--- config.mk ---
export PLATFORM = sky130hd
export DESIGN_NAME = aes_serial_to_parallel_column_assembler
export DESIGN_NICKNAME = d
export VERILOG_FILES = /design/src/rtl/aes_pkg.sv /design/src/rtl/aes_byte_slot_counter.sv /design/src/rtl/aes_serial_to_parallel_column_assembler.sv
export SDC_FILE = /design/constraint.sdc
export NUM_CORES = 1
export LEC_CHECK = 0
export BUFFER_PORTS_ARGS = -buffer_cell sky130_fd_sc_hd__buf_2
export CORE_MARGIN = 4
export CORE_UTILIZATION = 40
export CTS_CLUSTER_DIAMETER = 200
export DETAILED_ROUTE_END_ITERATION = 10
export GPL_TIMING_DRIVEN = 0
export PLACE_DENSITY = 0.7
export SLEW_MARGIN = 15
export SYNTH_ARGS = -nofsm -noshare
export SYNTH_HDL_FRONTEND = slang
export SYNTH_SLANG_ARGS = --single-unit
export TNS_END_PERCENT = 1
--- constraint.sdc ---
create_clock -name clk -period 2.5 [get_ports clk]
set_input_delay 0.125 -clock clk [delete_from_list [all_inputs] [get_ports clk]]
set_output_delay 0.125 -clock clk [all_outputs]
set_load 0.03 [all_outputs]
--- src/rtl/aes_pkg.sv ---
// Shared AES datapath constants, byte/column types and the column assembler FSM state encoding.
package aes_pkg;

  localparam int AES_BYTE_W   = 8;
  localparam int AES_COL_W    = 32;
  localparam int AES_NUM_COLS = 4;

  typedef logic [AES_BYTE_W-1:0] aes_byte_t;
  typedef logic [AES_COL_W-1:0]  aes_col_t;

  typedef enum logic {
    S2P_FILL = 1'b0,
    S2P_HOLD = 1'b1
  } s2p_state_e;

endpackage

--- src/rtl/aes_byte_slot_counter.sv ---
// Modulo-16 byte-slot counter shared by the AES serializer and deserializer controllers.
// A load takes priority over an increment; 15 -> 0 wraps silently.
module aes_byte_slot_counter (
  input  logic       clk,
  input  logic       rst,
  input  logic       inc,
  input  logic       load,
  input  logic [3:0] load_val,
  output logic [3:0] count
);

  logic [3:0] cnt_q;
  logic [3:0] cnt_d;

  always_comb begin
    cnt_d = cnt_q;
    if (load) begin
      cnt_d = load_val;
    end else if (inc) begin
      cnt_d = cnt_q + 4'd1;
    end
  end

  always_ff @(posedge clk or posedge rst) begin
    if (rst) begin
      cnt_q <= 4'd0;
    end else begin
      cnt_q <= cnt_d;
    end
  end

  assign count = cnt_q;

endmodule

--- src/rtl/aes_serial_to_parallel_column_assembler.sv ---
// Packs an AES byte stream into 32-bit columns (first byte in the MSBs) and hands them out over valid/ready.
// Optional block-framing resync on in_first is enabled by defining AES_S2P_SYNC_CHECK_EN.
module aes_serial_to_parallel_column_assembler
  import aes_pkg::*;
#(
  parameter int BYTE_W         = AES_BYTE_W,
  parameter int BYTES_PER_COL  = AES_COL_W / AES_BYTE_W,
  parameter int COLS_PER_BLOCK = AES_NUM_COLS
) (
  input  logic                            clk,
  input  logic                            rst,
  input  logic                            in_valid,
  output logic                            in_ready,
  input  logic [BYTE_W-1:0]               in_byte,
  input  logic                            in_first,
  output logic                            col_valid,
  input  logic                            col_ready,
  output logic [BYTE_W*BYTES_PER_COL-1:0] col_data,
  output logic [1:0]                      col_index,
  output logic                            col_last,
  output logic [3:0]                      inner_state_counter,
  output logic                            sync_err,
  output s2p_state_e                      state_dbg
);

  localparam int COL_W = BYTE_W * BYTES_PER_COL;

  // Handshakes: a transfer happens on a rising edge where valid && ready are both high.
  // A producer keeps valid and its payload stable until that edge; ready may be anything.

  s2p_state_e       state_q, state_d;
  logic [COL_W-1:0] col_shift_q, col_shift_d;
  logic [1:0]       col_index_q, col_index_d;
  logic             sync_err_q, sync_err_d;

  logic       accept;
  logic       resync;
  logic [3:0] slot_cnt;

  assign in_ready = (state_q == S2P_FILL);
  assign accept   = in_valid && in_ready;

`ifdef AES_S2P_SYNC_CHECK_EN
  assign resync = accept && in_first && (slot_cnt != 4'd0);
`else
  logic unused_in_first;
  assign unused_in_first = in_first;
  assign resync          = 1'b0;
`endif

  aes_byte_slot_counter u_slot_cnt (
    .clk      (clk),
    .rst      (rst),
    .inc      (accept && !resync),
    .load     (resync),
    .load_val (4'd1),
    .count    (slot_cnt)
  );

  always_comb begin
    state_d     = state_q;
    col_shift_d = col_shift_q;
    col_index_d = col_index_q;
    sync_err_d  = 1'b0;
    case (state_q)
      S2P_FILL: begin
        if (resync) begin
          // The resync byte restarts column 0; whatever was partially packed is dropped.
          col_shift_d = {{(COL_W-BYTE_W){1'b0}}, in_byte};
          sync_err_d  = 1'b1;
        end else if (accept) begin
          col_shift_d = {col_shift_q[COL_W-BYTE_W-1:0], in_byte};
          if (slot_cnt[1:0] == 2'd3) begin
            state_d     = S2P_HOLD;
            col_index_d = slot_cnt[3:2];
          end
        end
      end
      S2P_HOLD: begin
        if (col_ready) begin
          state_d = S2P_FILL;
        end
      end
      default: state_d = S2P_FILL;
    endcase
  end

  always_ff @(posedge clk or posedge rst) begin
    if (rst) begin
      state_q     <= S2P_FILL;
      col_shift_q <= '0;
      col_index_q <= 2'd0;
      sync_err_q  <= 1'b0;
    end else begin
      state_q     <= state_d;
      col_shift_q <= col_shift_d;
      col_index_q <= col_index_d;
      sync_err_q  <= sync_err_d;
    end
  end

  // Column outputs read as zero outside HOLD so a partial column is never visible.
  assign col_valid           = (state_q == S2P_HOLD);
  assign col_data            = col_valid ? col_shift_q : '0;
  assign col_index           = col_valid ? col_index_q : 2'd0;
  assign col_last            = col_valid && (col_index_q == 2'(COLS_PER_BLOCK - 1));
  assign inner_state_counter = slot_cnt;
  assign sync_err            = sync_err_q;
  assign state_dbg           = state_q;

endmodule

Word-level counts from Yosys, hierarchy flattened

Cells that the tools add are included.

Add/sub/neg operators: 1
Reduce and logical (&&, ||, !) cells: 4
$mul: 0
Div/mod/pow operators: 0
Bitwise gates (word level): 1
Muxes and demuxes: 6
Order comparisons: 0
Equal/unequal tests: 2
Shift operators: 0

Operator list:

| kind                                         | number |
|---|---|
| 2-to-1 mux 32 bit                            | 1 |
| adder 4 x 1 -> 4 bit (second input constant) | 1 |
| == test 2 bit (second input constant)        | 2 |
| 2-to-1 mux 1 bit                             | 3 |
| AND reduction 3 bit                          | 1 |
| logical AND 1 bit                            | 2 |
| 2-to-1 mux 2 bit                             | 1 |
| one-hot mux 1 bit (2 select lines)           | 1 |
| AND reduction 2 bit                          | 1 |
| NOT 1 bit                                    | 1 |

Memories kept: 0
Bits in writable memories: 0
Word-level logic and storage cells: 18
Output and inout port bits: 43
Bits in latches: 0
ROM bits: 0
Bits in registers: 39

Longest topological paths before layout

Gate-level depths: netlist of run 1.

Depth in word-level cells: 4
Mapped depth: 6
Gate-level depth less buffers: 3

Modules after synthesis

Synthesis of run 1 repeated with hierarchy kept, for this count alone.

Cell total of the unflattened synthesis: 141
Area total of the unflattened synthesis: 1918.1 um2

By module, submodules not included:

| module                                  | area each (um2) | cells each | sequential area each (um2) | instances |
|---|---|---|---|---|
| aes_serial_to_parallel_column_assembler | 1717.9          | 122        | 875.8                      | 1 |
| aes_byte_slot_counter                   | 200.2           | 19         | 100.1                      | 1 |

Least setup slack after synthesis of run 1

Ideal clock, no wire load.

Path kind: register to register
Start: register state_q, in the netlist col_valid
End: register col_shift_q[10]
Path slack: 1.005 ns
Arrival time: 1.370 ns
Setup time: 0.125 ns
Stages on the path, launching flop included: 6
Cell sequence: dfrtp_1 -> buf_6 -> nor2b_4 -> buf_12 -> buf_8 -> mux2_4

Word-level cells in the longest chain between the ends: 3

RTL lines:

| element                                  | RTL line                                      | RTL |
|---|---|---|
| start, declared                          | aes_serial_to_parallel_column_assembler.sv:31 | `s2p_state_e state_q, state_d;` |
| start signal, assigned                   | aes_serial_to_parallel_column_assembler.sv:95 | `state_q <= state_d;` |
| NOT 1 bit (no source line) (*)           | n/a                                           |  |
| logical AND 1 bit                        | aes_serial_to_parallel_column_assembler.sv:41 | `assign accept = in_valid && in_ready;` |
| AND reduction 2 bit (no source line) (*) | n/a                                           |  |
| end signal, assigned                     | aes_serial_to_parallel_column_assembler.sv:96 | `col_shift_q <= col_shift_d;` |
| end, declared                            | aes_serial_to_parallel_column_assembler.sv:32 | `logic [COL_W-1:0] col_shift_q, col_shift_d;` |

Every way passes the cells marked *; elsewhere a longest branch is shown, timed or not.
A chain may end at the register's enable or synchronous reset.

Final worst setup path of run 1

Start: register state_q, in the netlist col_valid
End: output col_data[11]

Word-level cells in the longest chain between the ends: 1

RTL lines:

| element           | RTL line                                       | RTL |
|---|---|---|
| 2-to-1 mux 32 bit | aes_serial_to_parallel_column_assembler.sv:104 | `assign col_data = col_valid ? col_shift_q : '0;` |
| end, declared     | aes_serial_to_parallel_column_assembler.sv:18  | `output logic [BYTE_W*BYTES_PER_COL-1:0] col_data,` |

Every way passes these cells.

==> results of run 1 <==
==> cells in the final DEF (no fill, tap or decap) <==
cell type,n
inv_2,1
buf_8,2
nand4_4,1
dlygate4sd3_1,1
mux2_4,30
ha_1,1
xnor2_1,1
and3_1,1
clkinv_2,1
o21ai_0,1
buf_12,3
conb_1,1
buf_4,2
mux2_2,5
clkbuf_8,5
buf_6,1
inv_1,1
clkbuf_1,3
buf_2,53
xor2_1,1
nor2b_4,1
nand2_4,1
xnor2_2,1
clkinvlp_4,2
dfrtp_1,39
and2_1,34
==> where the power goes <==
| part | leakage (nW) | internal, W | switching, W | total (W) |
|---|---|---|---|---|
| logic | 0.746 | 0.000819 | 0.000884 | 0.00170 |
| registers | 0.460 | 0.000943 | 0.000249 | 0.00119 |
| clock network | 0.0402 | 0.000194 | 0.000226 | 0.000420 |
| total | 1.25 | 0.00196 | 0.00136 | 0.00331 |
==> worst min-delay path by stage <==
stage,from,endpoint,slack (ns)
after global routing,in_byte[7],col_shift_q[7]$_DFFE_PP0P_,0.05
after detailed placement,rst,col_valid$_DFF_PP0_,0.02
after floorplan,col_ready,col_valid$_DFF_PP0_,0.22
final,col_ready,col_valid$_DFF_PP0_,0.06
after CTS,in_byte[6],col_shift_q[6]$_DFFE_PP0P_,0.05
after global placement,col_ready,col_valid$_DFF_PP0_,0.31
==> layer usage <==
metal / vias up / track usage [%] / wire length, um
met1: 553 / 16.9 / 1700
met5: - / 0 / 0
li1: 551 / - / -
met4: 0 / 4.27 / 24
met2: 30 / 20.9 / 1760
met3: 3 / 3.75 / 151
==> layout make-up <==
class / count / area, um^2
Buffer: 10 / 108
Clock inverter: 3 / 20.0
Inverter: 2 / 7.51
Fill cell: 394 / 2140
Tap cell: 52 / 65.1
Timing Repair Buffer: 55 / 295
Multi-Input combinational cell: 79 / 827
Sequential cell: 39 / 976
Clock buffer: 5 / 68.8
==> registers in the layout, indices dropped and copies added (netlist names) <==
signal	flops
u_slot_cnt.count	4
col_valid	1
col_shift_q	32
col_index_q	2
==> critical path: cells and delay by family, from the launching register on <==
family / cells / cell delay [ns]
simple gates: 1 / 0.20
flops: 1 / 0.39
buf+inv: 3 / 0.66
==> stage by stage <==
step,util [%],hold slack (ns)
after detailed placement,50.4,0.0229
after CTS,52.6,0.0462
after global placement,49.9,0.311
final,52.6,0.0551
after global routing,52.6,0.0456
after floorplan,-,0.221
==> cells by family after synthesis <==
group,after synthesis
other,1
flip-flops,39
AND/OR/NAND/NOR,38
multiplexers,35
AO/OA/AOI/OAI,1
buffers and inverters,12
XOR/XNOR,3
adder cells (fa/ha/maj),1
==> cells in the mapped netlist <==
cell	n	area share, %
nor2b_4	1	0.72
buf_6	1	0.59
nand4_4	1	1.1
ha_1	1	0.65
mux2_4	30	23
and2_1	34	11
buf_4	2	0.78
xnor2_1	1	0.46
xnor2_2	1	0.85
inv_1	2	0.39
xor2_1	1	0.46
mux2_2	5	2.9
buf_12	2	2.1
and3_1	1	0.33
clkbuf_1	3	0.59
buf_8	2	1.6
conb_1	1	0.20
dfrtp_1	39	51
o21ai_0	1	0.26
nand2_4	1	0.59
==> timing repair <==
| action | CTS | global route |
|---|---|---|
| hold endpoints to repair | 39 | 0 |
| hold buffers | 1 | 0 |
| buffers inserted | 0 | 0 |
==> results.txt, run 1 <==
DP Area -> 2270 um^2
TritonRoute pass-1 iters -> 4
Outcome -> finished, final reports clean
R2r startpoint -> col_valid$_DFF_PP0_
Via/cell ratio -> 4.64
Post-Synth XOR/XNOR Area -> 1.76%
Worst setup SP type -> flip-flop
Global-route wire length before repair -> 6090 um
Gr usage total -> 13.0%
Pwr dens -> 1400 nW/um^2
Non-Filler Instances -> 245
Fin area -> 2370 um^2
Antenna-violating nets left -> 0
Cts bufs inserted -> 5
Maximum fanout along the worst path -> 10
Crit Path Category -> flip-flop to output pin
Mapped Area -> 1920 um^2
Sink Count -> 39
Flop2flop setup slack -> 1.08 ns
Final setup TNS -> 0 ns
Post-route clock skew -> 0.00467 ns
Period utilisation layout -> 66.6%
CTS tree -> done
Post-route minimum period -> 1.66 ns
Hold WC Path Type -> primary input to flip-flop
Clock Path Buffers -> 2
Starting DRC count in detailed routing -> 68
Wire per inst -> 14.8 um
RSZ-0062 raised after global routing -> no
Adder-Cell Fraction of Synth Area -> 0.652%
Routed WL -> 3630 um
Core ar. -> 4500 um^2
Worst setup endpoint -> col_data[11]
Max Cap Viol -> 0
FP Rows -> 24
Ports -> 56
CTS HTree Levels -> 2
Static Leakage -> 1.25 nW
PnR worst setup slack -> 0.835 ns
Critical path cell sequence -> buf_6 > clkbuf_1 > and2_1 > buf_2
Max Clock Freq -> 0.601 GHz
Largest family of logic cells by synthesized area -> multiplexers
Pins over their slew limit -> 0
FF+latch count, synth -> 39
Die Ht -> 77.2 um
Warnings from Yosys -> 0
Mux cell area share after synthesis -> 26.4%
Total Power -> 0.00331 W
I/O Buffers -> 53
CTS clock-pin slew for the worst setup and hold paths -> 0.08 ns
WHS Path Cells -> 2
Starting Density -> 42.6%
Post-cts resize count -> 0
Root Buffer -> clkbuf_8
Die W -> 77.2 um
Synth Instances -> 130
Crit. End Element -> output pin
Final hold violation count -> 0
Post-Synth Simple-Gate Area -> 13.8%
Compound-cell area share of the yosys netlist -> 0.261%
# setup viols final -> 0
Maximum VDD drop -> 581 uV
Final GP Congestion -> 0.652
Setup WS pre-CTS -> 1.08 ns
Worst EP arrival -> 1.54 ns
Die area -> 5970 um^2
# diodes -> 0
Initial antenna violation count -> 0
Share of cells above drive strength 1 -> 56.5%
Vias in the first global route -> 1,195
DP Wirelength -> 2710 um
# nets final -> 206
Worst path slowest cell -> dfrtp_1
Largest net degree at the start of global routing -> 36
GRT overflow -> 0
Syn nets -> 144
Register area share after synthesis -> 50.9%
CP Data Required Time -> 2.38 ns
Synth Area per Inst -> 14.8 um^2
Placed instance count -> 236
Synth-to-Final Area Change -> 23.4%
DRC viols -> 0
Worst-Skew Late Latency -> 0.29 ns
Via count -> 1,137
Setup crit start -> col_valid$_DFF_PP0_
Worst path max stage delay -> 0.39 ns
Unique cell type count in the Yosys netlist -> 20
RR Endpoint -> col_shift_q[13]$_DFFE_PP0P_
Reg2reg path depth -> 5
Note: power is estimated with default switching activity, not from simulation.
==> run 2, diff against run 1 <==
--- a/config.mk
+++ b/config.mk
@@ -11,7 +11,7 @@
 export CTS_CLUSTER_DIAMETER = 200
 export DETAILED_ROUTE_END_ITERATION = 10
 export GPL_TIMING_DRIVEN = 0
-export PLACE_DENSITY = 0.7
+export PLACE_DENSITY = 0.73
 export SLEW_MARGIN = 15
 export SYNTH_ARGS = -nofsm -noshare
 export SYNTH_HDL_FRONTEND = slang
==> constraint.sdc (replaced) <==
create_clock -name clk -period 1.4 [get_ports clk]
set_input_delay 0.07 -clock clk [delete_from_list [all_inputs] [get_ports clk]]
set_output_delay 0.07 -clock clk [all_outputs]
set_load 0.03 [all_outputs]
==> results.txt, run 2 (synthesis gave the netlist of run 1 again) <==
Flop2flop setup slack -> -0.002 ns (-1.08 ns)
Post-route clock skew -> 0.00241 ns (-0.00226 ns)
Via/cell ratio -> 4.75 (+2.5%)
Clock Path Buffers -> 2 (unchanged)
Outcome -> finished with violations
Die W -> 77.2 um (unchanged)
WP buf/inv -> 2 (-1)
Share of cells above drive strength 1 -> 58.9% (+2.4 points)
FP Rows -> 24 (unchanged)
Most frequent cells in the layout -> dfrtp_1, mux2_4, and2_1
# fillers -> 363 (-7.9%)
Largest register by flop count -> col_shift_q
Max Cap Viol -> 0 (unchanged)
Max FFs per register -> 32 (unchanged)
RR Endpoint -> col_shift_q[18]$_DFFE_PP0P_
Gr usage total -> 14.5% (+1.4 points)
GRT overflow -> 0 (unchanged)
Root Buffer -> clkbuf_8
Max Clock Freq -> 0.713 GHz
Antenna-violating nets left -> 0 (unchanged)
Sink Count -> 39 (unchanged)
Pwr dens -> 2470 nW/um^2 (+77%)
DP Wirelength -> 2730 um (+0.84%)
PnR worst setup slack -> -0.00190 ns (-0.837 ns)
Global-route wire length before repair -> 6580 um (+8.0%)
Worst-Skew Late Latency -> 0.29 ns (about the same)
Reg2reg path depth -> 4 (-1)
CTS clock-pin slew for the worst setup and hold paths -> 0.08 ns (about the same)
Core ar. -> 4500 um^2 (unchanged)
Fin area -> 2790 um^2 (+18%)
Maximum VDD drop -> 922 uV (+59%)
Wire per inst -> 16.6 um (+12%)
Die Ht -> 77.2 um (unchanged)
CTS tree -> done
Vias in the first global route -> 1,285 (+7.5%)
DP Area -> 2290 um^2 (+0.83%)
Post-route minimum period -> 1.40 ns
Setup WS pre-CTS -> -0.0251 ns (-1.10 ns)
Largest net degree at the start of global routing -> 22 (-39%)
Commonest non-fill, non-tap cell in the layout -> dfrtp_1
Starting DRC count in detailed routing -> 54 (-21%)
Crit. End Element -> flip-flop
Worst path max stage delay -> 0.49 ns (+0.10 ns)
Synth-to-Final Area Change -> 45.2%
Worst EP arrival -> 1.58 ns (+0.04 ns)
Worst setup SP type -> flip-flop
Final GP Congestion -> 0.725 (+11%)
I/O Buffers -> 53 (unchanged)
Maximum fanout along the worst path -> 6 (-4)
Worst path slowest cell -> dfrtp_2
Delay-heaviest family, CP -> flip-flops
Worst setup endpoint -> col_shift_q[18]$_DFFE_PP0P_
R2r startpoint -> col_valid$_DFF_PP0_
Ports -> 56 (unchanged)
RSZ-0062 raised after global routing -> yes
Critical path depth -> 4 (unchanged)
CP Data Required Time -> 1.58 ns (-0.80 ns)
DRC viols -> 0 (unchanged)
Setup crit start -> col_valid$_DFF_PP0_
Crit Path Category -> flip-flop to flip-flop
Failing checks -> setup timing
Static Leakage -> 1.42 nW (+14%)
Pins over their slew limit -> 0 (unchanged)
# nets final -> 222 (+7.8%)
Starting Density -> 42.6% (unchanged)
Routed WL -> 4320 um (+19%)
Critical path cell sequence -> nor2b_4 > clkbuf_16 > buf_12 > mux2_4
CTS HTree Levels -> 2 (unchanged)
Final hold violation count -> 0 (unchanged)
Hold WC Path Type -> primary input to flip-flop
Period utilisation layout -> 100%
Initial antenna violation count -> 0 (unchanged)
TritonRoute pass-1 iters -> 4 (unchanged)
# diodes -> 0 (unchanged)
# setup viols final -> 2 (+2)
Die area -> 5970 um^2 (unchanged)
Via count -> 1,241 (+9.1%)
Cts bufs inserted -> 5 (unchanged)
[run 2: changes by cell type in the layout (fill, tap and decap cells not counted), moves of 2 or more]
cell and change:
buf_6 +16, clkinvlp_4 -2, buf_4 +17, buf_8 -2, buf_12 +2, clkbuf_1 -3
buf_2 -28, mux2_2 -3, clkbuf_16 +3, clkbuf_8 +3, mux2_4 +3, dlygate4sd3_1 +7
[run 2: layout make-up]
| cell class | count | area [um^2] | share of cell area, % |
|---|---|---|---|
| Tap cell | 52 | 65.1 | 2.34 |
| Timing Repair Buffer | 72 | 647 | 23.2 |
| Clock inverter | 2 | 35.0 | 1.26 |
| Inverter | 2 | 7.51 | 0.270 |
| Buffer | 9 | 130 | 4.67 |
| Sequential cell | 39 | 977 | 35.1 |
| Multi-Input combinational cell | 79 | 841 | 30.2 |
| Clock buffer | 6 | 82.6 | 2.96 |
[run 2: metal layers]
metal	share of wire, %	global-route usage, %	wire (um)
met1	43	16.9	1860
met2	51	24.0	2190
met3	3.4	3.98	146
met4	2.9	7.83	127
met5	0	0	0
[run 2: worst min-delay path by stage]
stage / from / to / cells after the start
finish: in_byte[1] / col_shift_q[1]$_DFFE_PP0P_ / 2
global route: in_byte[1] / col_shift_q[1]$_DFFE_PP0P_ / 2
CTS: in_byte[1] / col_shift_q[1]$_DFFE_PP0P_ / 2
detailed placement: rst / col_shift_q[30]$_DFFE_PP0P_ / 2
global placement: col_ready / col_valid$_DFF_PP0_ / 2
floorplan: col_ready / col_valid$_DFF_PP0_ / 1
[run 2: what timing repair did]
action | CTS | global route
setup endpoints to repair | 58 | 59
resized for setup | 47 | 14
hold endpoints to repair | 25 | 0
hold buffers | 8 | 0
gates cloned | 0 | 3
setup buffers | 2 | 5
[run 2: through the flow]
stage                     hold WS [ns]  instances  utilization [%]  total power, W  setup TNS (ns)
after detailed placement         0.107        236             50.8         0.00527          -0.238
final                          0.00861        261             61.8         0.00689        -0.00244
after global routing           0.00962        261             61.8         0.00724          -0.709
after global placement           0.253        235             50.2         0.00517           -3.23
after CTS                      0.00291        254             58.6         0.00661          -0.388
after floorplan                  0.163        130                -         0.00449          -0.986
[run 2: report_power, final]
group / internal (W) / leakage [nW] / total (W) / switching (W)
clock: 0.000576 / 0.0612 / 0.000972 / 0.000395
sequential: 0.00169 / 0.458 / 0.00219 / 0.000501
combinational: 0.00202 / 0.896 / 0.00373 / 0.00171
